--- config.mk ---
export PLATFORM = sky130hd
export DESIGN_NAME = instr_fetch
export DESIGN_NICKNAME = d
export VERILOG_FILES = /design/src/rtl/instr_fetch.sv
export SDC_FILE = /design/constraint.sdc
export NUM_CORES = 1
export LEC_CHECK = 0
export ABC_CLOCK_PERIOD_IN_PS = 2750
export CAP_MARGIN = 20
export CORE_ASPECT_RATIO = 1.4
export CORE_MARGIN = 4
export CORE_UTILIZATION = 30
export CTS_CLUSTER_SIZE = 8
export DETAILED_ROUTE_END_ITERATION = 10
export GPL_TIMING_DRIVEN = 1
export PLACE_DENSITY = 0.55
export SLEW_MARGIN = 20
export SYNTH_ARGS = -nofsm -noshare
export SYNTH_HDL_FRONTEND = slang
export SYNTH_SLANG_ARGS = --single-unit
export TNS_END_PERCENT = 100
--- constraint.sdc ---
create_clock -name clk -period 2.75 [get_ports clk]
set_input_delay 0.55 -clock clk [delete_from_list [all_inputs] [get_ports clk]]
set_output_delay 0.55 -clock clk [all_outputs]
set_load 0.005 [all_outputs]
--- src/rtl/instr_fetch.sv ---
// Instruction fetch stage: PC register, single-entry output register with stall, redirect and halt.
// Optional macro IFETCH_FAULT_EN adds a sticky fetch_fault output for PCs beyond the 32-word ROM.
module instr_fetch #(
  parameter logic [31:0] RESET_PC  = 32'h00000000,
  parameter logic [31:0] HALT_WORD = 32'h0000007f
) (
  input  logic        clk,
  input  logic        rst,
  output logic [4:0]  rom_addr,
  input  logic [31:0] rom_q,
  input  logic        redirect_valid,
  input  logic [31:0] redirect_pc,
  input  logic        out_ready,
  output logic        out_valid,
  output logic [31:0] out_instr,
  output logic [31:0] out_pc,
`ifdef IFETCH_FAULT_EN
  output logic        fetch_fault,
`endif
  output logic        halted
);

  logic [31:0] r_pc;
  logic        r_out_valid;
  logic [31:0] r_out_instr;
  logic [31:0] r_out_pc;
  logic        r_halted;
  logic        w_load;
  logic        w_take;
  logic        w_fault;

  assign w_load = (!r_out_valid || out_ready) && !r_halted && !redirect_valid;

`ifdef IFETCH_FAULT_EN
  logic r_fault;
  // A PC outside the ROM window faults instead of fetching a wrapped word.
  assign w_fault     = w_load && (r_pc[31:7] != 25'd0);
  assign fetch_fault = r_fault;
`else
  assign w_fault = 1'b0;
`endif

  assign w_take = w_load && !w_fault;

  always_ff @(posedge clk) begin
    if (rst) begin
      r_pc        <= RESET_PC;
      r_out_valid <= 1'b0;
      r_out_instr <= 32'd0;
      r_out_pc    <= 32'd0;
      r_halted    <= 1'b0;
`ifdef IFETCH_FAULT_EN
      r_fault     <= 1'b0;
`endif
    end else if (redirect_valid) begin
      r_pc        <= {redirect_pc[31:2], 2'b00};
      r_out_valid <= 1'b0;
      r_halted    <= 1'b0;
`ifdef IFETCH_FAULT_EN
      r_fault     <= 1'b0;
`endif
    end else if (w_take) begin
      r_out_valid <= 1'b1;
      r_out_instr <= rom_q;
      r_out_pc    <= r_pc;
      // The halt word is still presented; the PC parks on it.
      if (rom_q == HALT_WORD) begin
        r_halted <= 1'b1;
      end else begin
        r_pc <= r_pc + 32'd4;
      end
    end else if (w_fault) begin
      r_out_valid <= 1'b0;
      r_halted    <= 1'b1;
`ifdef IFETCH_FAULT_EN
      r_fault     <= 1'b1;
`endif
    end else if (out_ready && r_halted) begin
      r_out_valid <= 1'b0;
    end
  end

  assign rom_addr  = r_pc[6:2];
  assign out_valid = r_out_valid;
  assign out_instr = r_out_instr;
  assign out_pc    = r_out_pc;
  assign halted    = r_halted;

endmodule

Word-level counts from Yosys, hierarchy flattened
Cells that the tools add are included.
- register bits: 98
- input port bits: 68
- output and inout bits: 71
- logic and storage cells: 30
- add/subtract/negate cells: 1
- equality and inequality tests: 2
- muxes and demuxes: 5
- bitwise operators: 2
- reduce and logical (&&, ||, !) cells: 14
- operators with widths (kind ; count):
    two-way mux 32 bit ; 3
    adder 32 x 3 -> 32 bit, second input constant ; 1
    equality test 32 x 7 -> 1 bit, second input constant ; 1
    AND reduction 2 bit ; 4
    nonzero test 2 bit ; 2
    logical AND 1 bit ; 3
    zero test 1 bit ; 3
    two-way mux 1 bit ; 2
    inequality test 2 bit, second input constant ; 1
    NOT 1 bit ; 2
    OR reduction 2 bit ; 1
    logical OR 1 bit ; 1

Longest topological paths before layout
Gate-level depths: netlist (run 1).
- depth after elaboration: 6
- depth in mapped cells: 7
- gate-level depth less buffers: 5

Worst setup path after synthesis (run 1)
No wires, ideal clock.
- path kind: input-to-reg
- from: in rom_q[7]
- to: reg r_pc[22]
- setup time: 0.103 ns
- arrival time: 2.273 ns
- data required time: 2.647 ns
- slack: 0.374 ns
- stages on the path: 6
- buffers on the path: 1
- cells stage by stage: or4_4 or4_4 nor2_4 buf_6 nor4_1 a2111oi_2
- longest elaborated chain between the ends: 3
- ends and longest elaborated chain (item ; line ; text):
    from (decl) ; 10 ; input logic [31:0] rom_q,
    equality test 32 x 7 -> 1 bit ; 67 ; if (rom_q == HALT_WORD) begin
    inequality test 2 bit (no line) ; n/a ;
    AND reduction 2 bit (no line) ; n/a ;
    to (signal assigned) ; 56 ; r_pc <= {redirect_pc[31:2], 2'b00};
    to (signal assigned) ; 70 ; r_pc <= r_pc + 32'd4;
    to (decl) ; 23 ; logic [31:0] r_pc;
Every way passes these cells.
A chain may end at the register's enable or synchronous reset.

Worst setup path after layout (run 1)
- from: in rom_q[7]
- to: reg r_pc[9]
Same word-level chain as after synthesis.

==> results of run 1 <==
## cells by family after synthesis
group,count (synthesis)
other cells,1
flops,94
xor+xnor,8
simple gates,256
compound gates,126
buf+inv,55
fa+ha+maj,1
## sequential cells by signal, indices dropped and copies added, names as in the netlist
signal and count:
out_valid 1, out_instr 32, out_pc 30, halted 1, r_pc 30
## synthesized netlist by cell type, types with 2 or more instances
library cell  instances  share of area
o211ai_1              2         0.0035
a32o_1                2         0.0046
a2111oi_0             5          0.010
nor4_1               15          0.022
nand2_1             144           0.13
nand4b_1              3         0.0061
or3_1                 2         0.0029
and3_1                2         0.0029
nor3_1                3         0.0035
a2111oi_2             5          0.017
a41o_1                2         0.0046
dfxtp_1              94           0.44
inv_1                10         0.0087
nor2_1               27          0.024
a211oi_1             10          0.017
xnor2_1               7          0.014
nand3_1              13          0.015
o21bai_1              3         0.0052
nand4_1              11          0.016
buf_4                 8          0.014
a31oi_1               3         0.0044
or4_1                 2         0.0035
clkbuf_1             32          0.028
or4_4                 4          0.010
o31ai_1               4         0.0070
o21ai_1               3         0.0035
a311oi_1             10          0.020
a21oi_1              67          0.078
and4_1               11          0.022
or3_2                 3         0.0052
or2_2                 2         0.0029
o21ai_0               3         0.0035
nor3b_1               3         0.0052
## worst reg2reg max path, delay by kind of cell, from the launching register on
family,cells,cell delay (ps)
compound gates,1,190
flops,1,500
simple gates,4,1570
## worst max path at each step
stage                         from        to  slack [ps]  depth (start not counted)
after floorplan           rom_q[7]  r_pc[22]         370                          6
after global placement    rom_q[7]   r_pc[9]        -200                          6
after detailed placement  rom_q[7]   r_pc[9]        -210                          6
after CTS                 rom_q[7]   r_pc[9]         150                          6
after global routing      rom_q[7]  r_pc[22]          60                          6
final                     rom_q[7]   r_pc[9]         160                          6
## per-stage QoR
stage	setup TNS (ps)	hold WS, ps	cells	cell area (µm²)	util
finish	0	453.7	862	6211	0.4444
CTS	0	455.2	862	6211	0.4444
floorplan	0	440.2	542	4309	-
global placement	-1617	441.0	846	5902	0.4223
detailed placement	-2113	445.9	846	5902	0.4223
global route	0	471.1	862	6211	0.4444
## power groups by stage
stage	combinational [µW]	sequential, µW	clock (µW)
6_report	469	1520	1290
5_1_grt	513	1530	1390
4_1_cts	477	1520	1330
3_5_place_dp	474	1550	0
3_3_place_gp	469	1540	0
2_1_floorplan	211	1530	0
## per-layer routing
metal / wire (µm) / GRT usage / up-vias
li1: - / - / 2188
met1: 5588 / 0.1989 / 2024
met2: 7254 / 0.2964 / 119
met3: 720 / 0.03280 / 19
met4: 319 / 0.05989 / 0
met5: 0 / 0 / -
## cell type report
cell class | count | share of cell area
clock buffers | 10 | 0.03848
repair buffers | 163 | 0.2506
well taps | 185 | 0.03727
clock inverters | 6 | 0.01128
multi-input cells | 393 | 0.3527
flip-flops and latches | 94 | 0.3030
inverters | 11 | 0.006648
## cells in the final DEF, fill, tap and decap left out, drive strengths merged, types with 11 or more instances in the layout
cell type / synthesis / layout
a21oi: 68 / 68
and4: 11 / 11
buf: 11 / 30
clkdlybuf4s50: 0 / 133
dfxtp: 94 / 94
inv: 11 / 12
nand2: 145 / 145
nand3: 13 / 13
nand4: 11 / 11
nor2: 28 / 28
nor4: 16 / 16
==> results.md, run 1 <==
* Status: finished, final reports clean
* GR Overflow Total at 0
* DRC at 0
* Crit path kind: input port to flop
* CTS tree: done
* Post-CTS Resized at 0
* Tmin final at 2594 ps
* Worst EP required at 2980 ps
* IO Port Bufs at 134
* Pre-CTS setup slack at -213.0 ps
* Max Transition Viols Final at 0
* Synthesis Warnings at 0
* Die Height at 149.7 µm
* Multi-input gate area at 2191 µm²
* Compound-Gate Fraction of Synth Area at 0.1956
* Number of global-route vias before repair at 4134
* Reg2reg path depth at 5
* CTS Hold Buffers Added at 0
* Total power at 3273 µW
* Nets at 741
* Post-synth EDFFs at 0
* Worst R2R End: r_pc[31]
* Pwr dens at 526.9 nW/µm²
* Crit-path max FO at 10
* Diodes inserted at 0
* Hold Startpoint: out_instr[6]
* Clock sink total at 94
* Hold Crit Depth at 2
* Global-route wire length before repair at 21400 µm
* Seq/Total Area, Yosys at 0.4371
* Tcrit/Tclk final at 0.9431
* Dpl hpwl at 10370 µm
* Worst path cell trace: clkdlybuf4s50_1 > or4_4 > or4_4 > o21ai_4 > nor4_1 > a211o_1
* Mean routed wirelength per cell at 16.10 µm
* Mean Syn Cell Area at 7.958 µm²
* Top delay family on crit path: simple AND/OR/NAND/NOR gates
* CTS Buf Count at 9
* Core ar. at 13970 µm²
* Yosys cell types at 59
* Worst Path Buf+Inv at 1
* Clock power frac at 0.393
* # fillers at 1391
* GRT Resource Usage Total at 0.1676
* Mapped Area at 4305 µm²
* Pint at 2440 µW
* Critical R2R Launch: r_pc[4]
* Most used DFF post-synth: dfxtp_1
* Area growth syn-to-layout at 44.26%
* Core Rows at 51
* Hold endpoint: out_instr[6]
* Crit path largest cell delay at 610 ps
* CP startpoint kind: input port
* Setup bufs post-CTS at 0
* Fmax at 385.6 MHz
* Post-synth ARST share at 0
* CP arrival at 2820 ps
* Largest family of logic cells by synthesized area: simple AND/OR/NAND/NOR gates
* H-tree depth at 3
* Initial antenna violation count at 0
* Max-cap violation count at 0
* Final Hold Fails at 0
* Setup slack after layout at 156.5 ps
* Drt first pass iters at 4
* Worst-path clk slew at 70 ps
* Skew final at 10.51 ps
* Clock Path Buffers at 2
* Adder-cell area share of the yosys netlist at 0.002906
* Initial DRC Count at 143
* Comb power frac at 0.143
* Crit path top cell by count: or4_4
* Hold crit path type: flop to flop
* RSZ-0062 raised after global routing: no
* Sequential power share at 0.464
* Vias per cell at 5.046
* Register area at 1882 µm²
* Post-synthesis instance total at 541
* Initial Util at 0.3081
* Clk root buf: clkbuf_16
* IR drop worst, VDD at 0.3213 mV
* IO Count at 139
* Reg2Reg Setup Slack at 370 ps
* Via Count at 4350
* P_sw at 832.5 µW
* Worst skew pair latency at 340 ps
* Crit. End Element: flop
* Drt total wl at 13880 µm
* Post-route ant nets at 0
* Switching Share at 0.2544
* Fraction of synthesized area in multiplexers at 0
* Xor-xnor portion of the synthesized cell area at 0.01627
* Layout cell share with drive strength beyond 1 at 0.1034
* Largest net degree at the start of global routing at 43
* Final GP Congestion at 0.8115
* Leakage dissipation at 0.002156 µW
* Slew of the pin with the lowest slew margin at 549.2 ps
* CP max stage cell: or4_4
* Die Area at 16360 µm²
* Register bit count reported by yosys at 94
* Synthesized-area fraction occupied by and/or/nand/nor cells at 0.2900
* Die width at 109.2 µm
* Final setup violation count at 0
* Worst slew margin at 0.6244
No activity file was read; power rests on OpenSTA's default activity.
==> run 2, diff against run 1 <==
--- a/config.mk
+++ b/config.mk
@@ -6,14 +6,15 @@
 export NUM_CORES = 1
 export LEC_CHECK = 0
 export ABC_CLOCK_PERIOD_IN_PS = 2750
-export CAP_MARGIN = 20
-export CORE_ASPECT_RATIO = 1.4
+export CAP_MARGIN = 10
+export CORE_ASPECT_RATIO = 1.5
 export CORE_MARGIN = 4
 export CORE_UTILIZATION = 30
 export CTS_CLUSTER_SIZE = 8
 export DETAILED_ROUTE_END_ITERATION = 10
 export GPL_TIMING_DRIVEN = 1
 export PLACE_DENSITY = 0.55
+export REMOVE_ABC_BUFFERS = 1
 export SLEW_MARGIN = 20
 export SYNTH_ARGS = -nofsm -noshare
 export SYNTH_HDL_FRONTEND = slang
==> results.md, run 2 (synthesis results as in run 1) <==
* Layout cell share with drive strength beyond 1 at 0.1032 (was 0.1034)
* Sequential power share at 0.466 (was 0.464)
* Final GP Congestion at 0.8312 (was 0.8115)
* Pint at 2437 µW (was 2440 µW)
* Crit-path max FO at 10 (unchanged)
* Max Transition Viols Final at 0 (unchanged)
* Worst-path clk slew at 70 ps (about the same)
* Initial antenna violation count at 0 (unchanged)
* DRC at 0 (unchanged)
* Global-route wire length before repair at 21680 µm (was 21400 µm)
* GR Overflow Total at 0 (unchanged)
* Crit path top cell by count: or4_4 (unchanged)
* Die width at 105.8 µm (was 109.2 µm)
* Status: finished, final reports clean (unchanged)
* CP max stage cell: or4_4 (unchanged)
* Core Rows at 53 (was 51)
* Pwr dens at 520.4 nW/µm² (was 526.9 nW/µm²)
* Clock power frac at 0.389 (was 0.393)
* Area growth syn-to-layout at 45.05% (was 44.26%)
* Dpl hpwl at 10020 µm (was 10370 µm)
* Final Hold Fails at 0 (unchanged)
* Worst skew pair latency at 340 ps (about the same)
* H-tree depth at 3 (unchanged)
* Worst slew margin at 0.6231 (was 0.6244)
* Largest register FFs at 32 (unchanged)
* Tmin final at 2664 ps (was 2594 ps)
* CP arrival at 2900 ps (was 2820 ps)
* Initial DRC Count at 177 (was 143)
* Tcrit/Tclk final at 0.9687 (was 0.9431)
* Initial Util at 0.3062 (was 0.3081)
* Die Height at 154.7 µm (was 149.7 µm)
* Dpl cell area at 5943 µm² (was 5902 µm²)
* P_sw at 813.2 µW (was 832.5 µW)
* GRT Resource Usage Total at 0.1630 (was 0.1676)
* Vias per cell at 4.997 (was 5.046)
* Leakage dissipation at 0.002155 µW (was 0.002156 µW)
* Die Area at 16370 µm² (was 16360 µm²)
* Skew final at 6.779 ps (was 10.51 ps)
* Total power at 3250 µW (was 3273 µW)
* Crit. End Element: flop (unchanged)
* IO Count at 139 (unchanged)
* Hold Worst Slack at 453.6 ps (was 453.7 ps)
* CP startpoint kind: input port (unchanged)
* Mean routed wirelength per cell at 15.59 µm (was 16.10 µm)
* Setup bufs post-CTS at 0 (unchanged)
* Clk root buf: clkbuf_16 (unchanged)
* Comb power frac at 0.145 (was 0.143)
* Crit path largest cell delay at 620 ps (was 610 ps)
* Setup total negative slack at 0 ps (unchanged)
* IO Port Bufs at 134 (unchanged)
* Design Area, Final at 6245 µm² (was 6211 µm²)
* Top delay family on crit path: simple AND/OR/NAND/NOR gates (unchanged)
* Number of global-route vias before repair at 4346 (was 4134)
* Core ar. at 14060 µm² (was 13970 µm²)
* Fmax at 375.4 MHz (was 385.6 MHz)
* Drt first pass iters at 4 (unchanged)
* Most frequent cells in the layout: nand2_1 (143), clkdlybuf4s50_1 (133), dfxtp_1 (94) (unchanged)
* Crit path kind: input port to flop (unchanged)
* Hold crit path type: flop to flop (unchanged)
* Post-CTS Resized at 0 (unchanged)
* Commonest non-fill, non-tap cell in the layout: nand2_1 (unchanged)
* Diodes inserted at 0 (unchanged)
* CTS tree: done (unchanged)
* Worst EP required at 2990 ps (was 2980 ps)
* Switching Share at 0.2502 (was 0.2544)
* Clock sink total at 94 (unchanged)
* Largest net degree at the start of global routing at 46 (was 43)
* Via Count at 4347 (was 4350)
* Clock Path Buffers at 2 (unchanged)
* Nets at 742 (was 741)
* Drt total wl at 13560 µm (was 13880 µm)
* Slew of the pin with the lowest slew margin at 551.2 ps (was 549.2 ps)
* Worst path cell trace: clkdlybuf4s50_1 > or4_4 > or4_4 > o21ai_4 > o21ai_1 > a311oi_1 (was clkdlybuf4s50_1 > or4_4 > or4_4 > o21ai_4 > nor4_1 > a211o_1)
* CTS Hold Buffers Added at 0 (unchanged)
* RSZ-0062 raised after global routing: no (unchanged)
* Worst Path Buf+Inv at 1 (unchanged)
* IR drop worst, VDD at 0.3529 mV (was 0.3213 mV)
* Post-route ant nets at 0 (unchanged)
* CTS Buf Count at 9 (unchanged)
* Max-cap violation count at 0 (unchanged)
* Final setup violation count at 0 (unchanged)
## run 2: power by group through the flow
| stage | combinational [µW] | sequential (µW) | clock [µW] |
|---|---|---|---|
| finish | 471 | 1520 | 1260 |
| global route | 517 | 1530 | 1350 |
| CTS | 478 | 1510 | 1300 |
| detailed placement | 475 | 1550 | 0 |
| global placement | 469 | 1540 | 0 |
| floorplan | 166 | 1540 | 0 |
## run 2: per-stage QoR
step,worst slack (ps),utilization,std cells
6_report,86.00,0.4442,870
5_1_grt,40.38,0.4442,870
4_1_cts,103.7,0.4442,870
3_5_place_dp,-226.8,0.4227,854
3_3_place_gp,-186.9,0.4227,854
2_1_floorplan,-345.4,-,498
## run 2: path summary, 6_finish.rpt
check	start	to	slack [ps]	cells after the start
worst max-delay path	rom_q[7]	r_pc[10]	90	6
worst min-delay path	out_instr[26]	out_instr[26]	450	2
worst max register to register	r_pc[5]	r_pc[14]	480	6
worst min register to register	out_instr[26]	out_instr[26]	450	2
## run 2: final cells by class
class | count | area, µm²
tap | 192 | 240.2
fill | 1421 | 7814
clock inverter | 5 | 58.81
multi-input combinational | 393 | 2191
clock buffer | 11 | 242.7
sequential | 94 | 1882
timing repair buffer | 164 | 1589
inverter | 11 | 41.29
## run 2: worst register-to-register path, stage by stage, from the launching register on
cell and delay (ps):
dfxtp_1 450, and4_1 370, nand4_1 420, a2111oi_0 450, buf_4 180, xnor2_1 60
a211oi_1 250
## run 2: per-layer routing
| metal | track usage | part of all wire | up-vias |
|---|---|---|---|
| met4 | 0.06358 | 0.019 | 0 |
| met5 | 0 | 0 | - |
| met3 | 0.03215 | 0.048 | 16 |
| li1 | - | - | 2175 |
| met2 | 0.2901 | 0.51 | 122 |
| met1 | 0.1911 | 0.42 | 2034 |
==> edit (config.mk and constraints of run 2) <==
Build with the macro `IFETCH_FAULT_EN` defined.
--- a/src/rtl/instr_fetch.sv
+++ b/src/rtl/instr_fetch.sv
@@ -2,2 +2,4 @@
 // Optional macro IFETCH_FAULT_EN adds a sticky fetch_fault output for PCs beyond the 32-word ROM.
+`define IFETCH_FAULT_EN
+
 module instr_fetch #(
Behaviour (old outputs only; new: fetch_fault): not the same (Yosys sat finds a counterexample within 4 cycles, from zero or initial values and one cycle with rst high).
==> edit against run 2 <==
Die area decreased by 20%; sequential cell count increased by 1; final cell count fell by 29%; synthesized area fell by 21%; critical path type unchanged; final area shrank 16%; total power shrank 8.5%; worst setup slack improved by 110 ps; routed wire length down 31%.
==> edit: results (changes against run 2) <==
[grt]
grt_max_degree = 26  ; -43%
first_global_vias = 2852  ; -34%
grt_pass1_wl_mm = 15.0  ; -31%
grt.total_usage = 0.147  ; -0.0161
use_met1 = 0.160  ; -0.0313
use_met3 = 0.0446  ; +0.0124
grt_util_met2 = 0.255  ; -0.0355

[place]
placed_area_mm2 = 0.00494  ; -17%
dpl.hpwl_mm = 7.08  ; -29%
pre_cts_ws_ps = -170  ; +56.7 ps
numPortBuffers = 135  ; +0.75%
gp_congestion = 0.726  ; -13%

[clocking]
ctsResizeCount = 0  ; unchanged
root_buffer = clkbuf_16

[run_status]
status = completed

[drt]
vias_per_cell = 4.55  ; -9.0%
wirelength_mm = 9.42  ; -31%
firstDrtPassIters = 4  ; unchanged
drt_iter0_drc = 50  ; -72%

[min_path]
hp-class = flop to flop

[setup_path]
worst-path-max-fanout = 4  ; -6
cp.arrival_ps = 2810  ; -90 ps
reg2reg_slack_ps = 320  ; -160 ps

[logic_synthesis]
synthTopCellsByCount = 95 x dfxtp_1, 60 x nor2_1, 48 x mux2i_1
synth-xor-area-share = 0  ; -0.0163
ys_seq_area_frac = 0.560  ; +0.123
synth_cell_types = 33  ; -44%
synth_compound_area_frac = 0.0747  ; -0.121
synth.area.mux_share = 0.141  ; +0.141
synthTopCellsByArea = dfxtp_1 56%, mux2i_1 14%, nor2_1 6.6%
async_reset_ff_frac = 0  ; unchanged
ys_warn_count = 0  ; unchanged
yosys.area_share.adder = 0.00368  ; +0.000776

[timing]
tightest_slew_ps = 729  ; +178 ps
skew_ps = 8.55  ; +1.77 ps
period_share = 0.927  ; -0.0412

[layout]
drive_above_1_share = 0.0725  ; -0.0308
nets = 533  ; -28%
largest_reg_flops = 32  ; unchanged

[power_and_ir_drop]
leakage_nw = 1.98  ; -8.1%
peakVddDrop_uv = 278  ; -21%

==> edit: changes by cell type after synthesis, moves of 8 or more <==
cell,delta
a22o_1,+13
and2_1,+24
nand4_1,-8
a21oi_1,-65
nor2_1,+33
nand3_1,-11
nand2_1,-140
and4_1,-11
a211oi_1,-9
mux2i_1,+48
clkbuf_1,-23
==> edit: area by class of cell <==
class                           count  area (µm²)
Tap cell                          147         184
Sequential cell                    95        1900
Inverter                            6        22.5
Fill cell                        1096        5800
Clock buffer                        9         225
Clock inverter                      7        86.3
Timing Repair Buffer              149        1460
Multi-Input combinational cell    203        1370
==> edit: logic make-up (layout without fill, tap and decap cells) <==
| logic type | count (synthesis) | after routing |
|---|---|---|
| AO/OA/AOI/OAI | 31 | 31 |
| adder cells (fa/ha/maj) | 1 | 1 |
| buffers and inverters | 29 | 171 |
| flip-flops | 95 | 95 |
| multiplexers | 48 | 48 |
| other | 1 | 2 |
| AND/OR/NAND/NOR | 121 | 121 |
==> edit: power by group <==
| group | switching (mW) | total (mW) | internal [mW] |
|---|---|---|---|
| sequential | 0.0217 | 1.43 | 1.41 |
| combinational | 0.0950 | 0.239 | 0.144 |
| clock | 0.580 | 1.31 | 0.726 |
| total | 0.696 | 2.97 | 2.28 |
==> edit: worst paths after layout <==
kind / from / cells past startpoint / to
hold reg to reg: out_pc[10] / 1 / out_pc[10]
hold / removal: out_pc[10] / 1 / out_pc[10]
setup reg to reg: r_pc[9] / 6 / r_pc[4]
setup / recovery: out_ready / 7 / r_pc[4]
==> edit: per-stage QoR <==
stage / total power, mW / setup TNS (ps) / utilization / cells / hold slack [ps]
2_1_floorplan: 1.53 / -128100 / - / 304 / 443
3_3_place_gp: 1.70 / -783 / 0.447 / 600 / 443
3_5_place_dp: 1.70 / -645 / 0.447 / 600 / 444
4_1_cts: 3.01 / 0 / 0.475 / 616 / 464
5_1_grt: 3.10 / 0 / 0.475 / 616 / 480
6_report: 2.97 / 0 / 0.475 / 616 / 461
==> edit: worst max-delay path, cell delays in order <==
cell             delay, ps
clkdlybuf4s50_1        460
nor2b_1                 50
or3_1                  330
or4_1                  530
buf_4                  170
or4_1                  460
a311oi_1               250
==> edit: routing by layer <==
metal,up-vias,share of wire
met4,0,0.024
met5,-,0
met3,17,0.065
li1,1407,-
met1,1299,0.39
met2,79,0.53
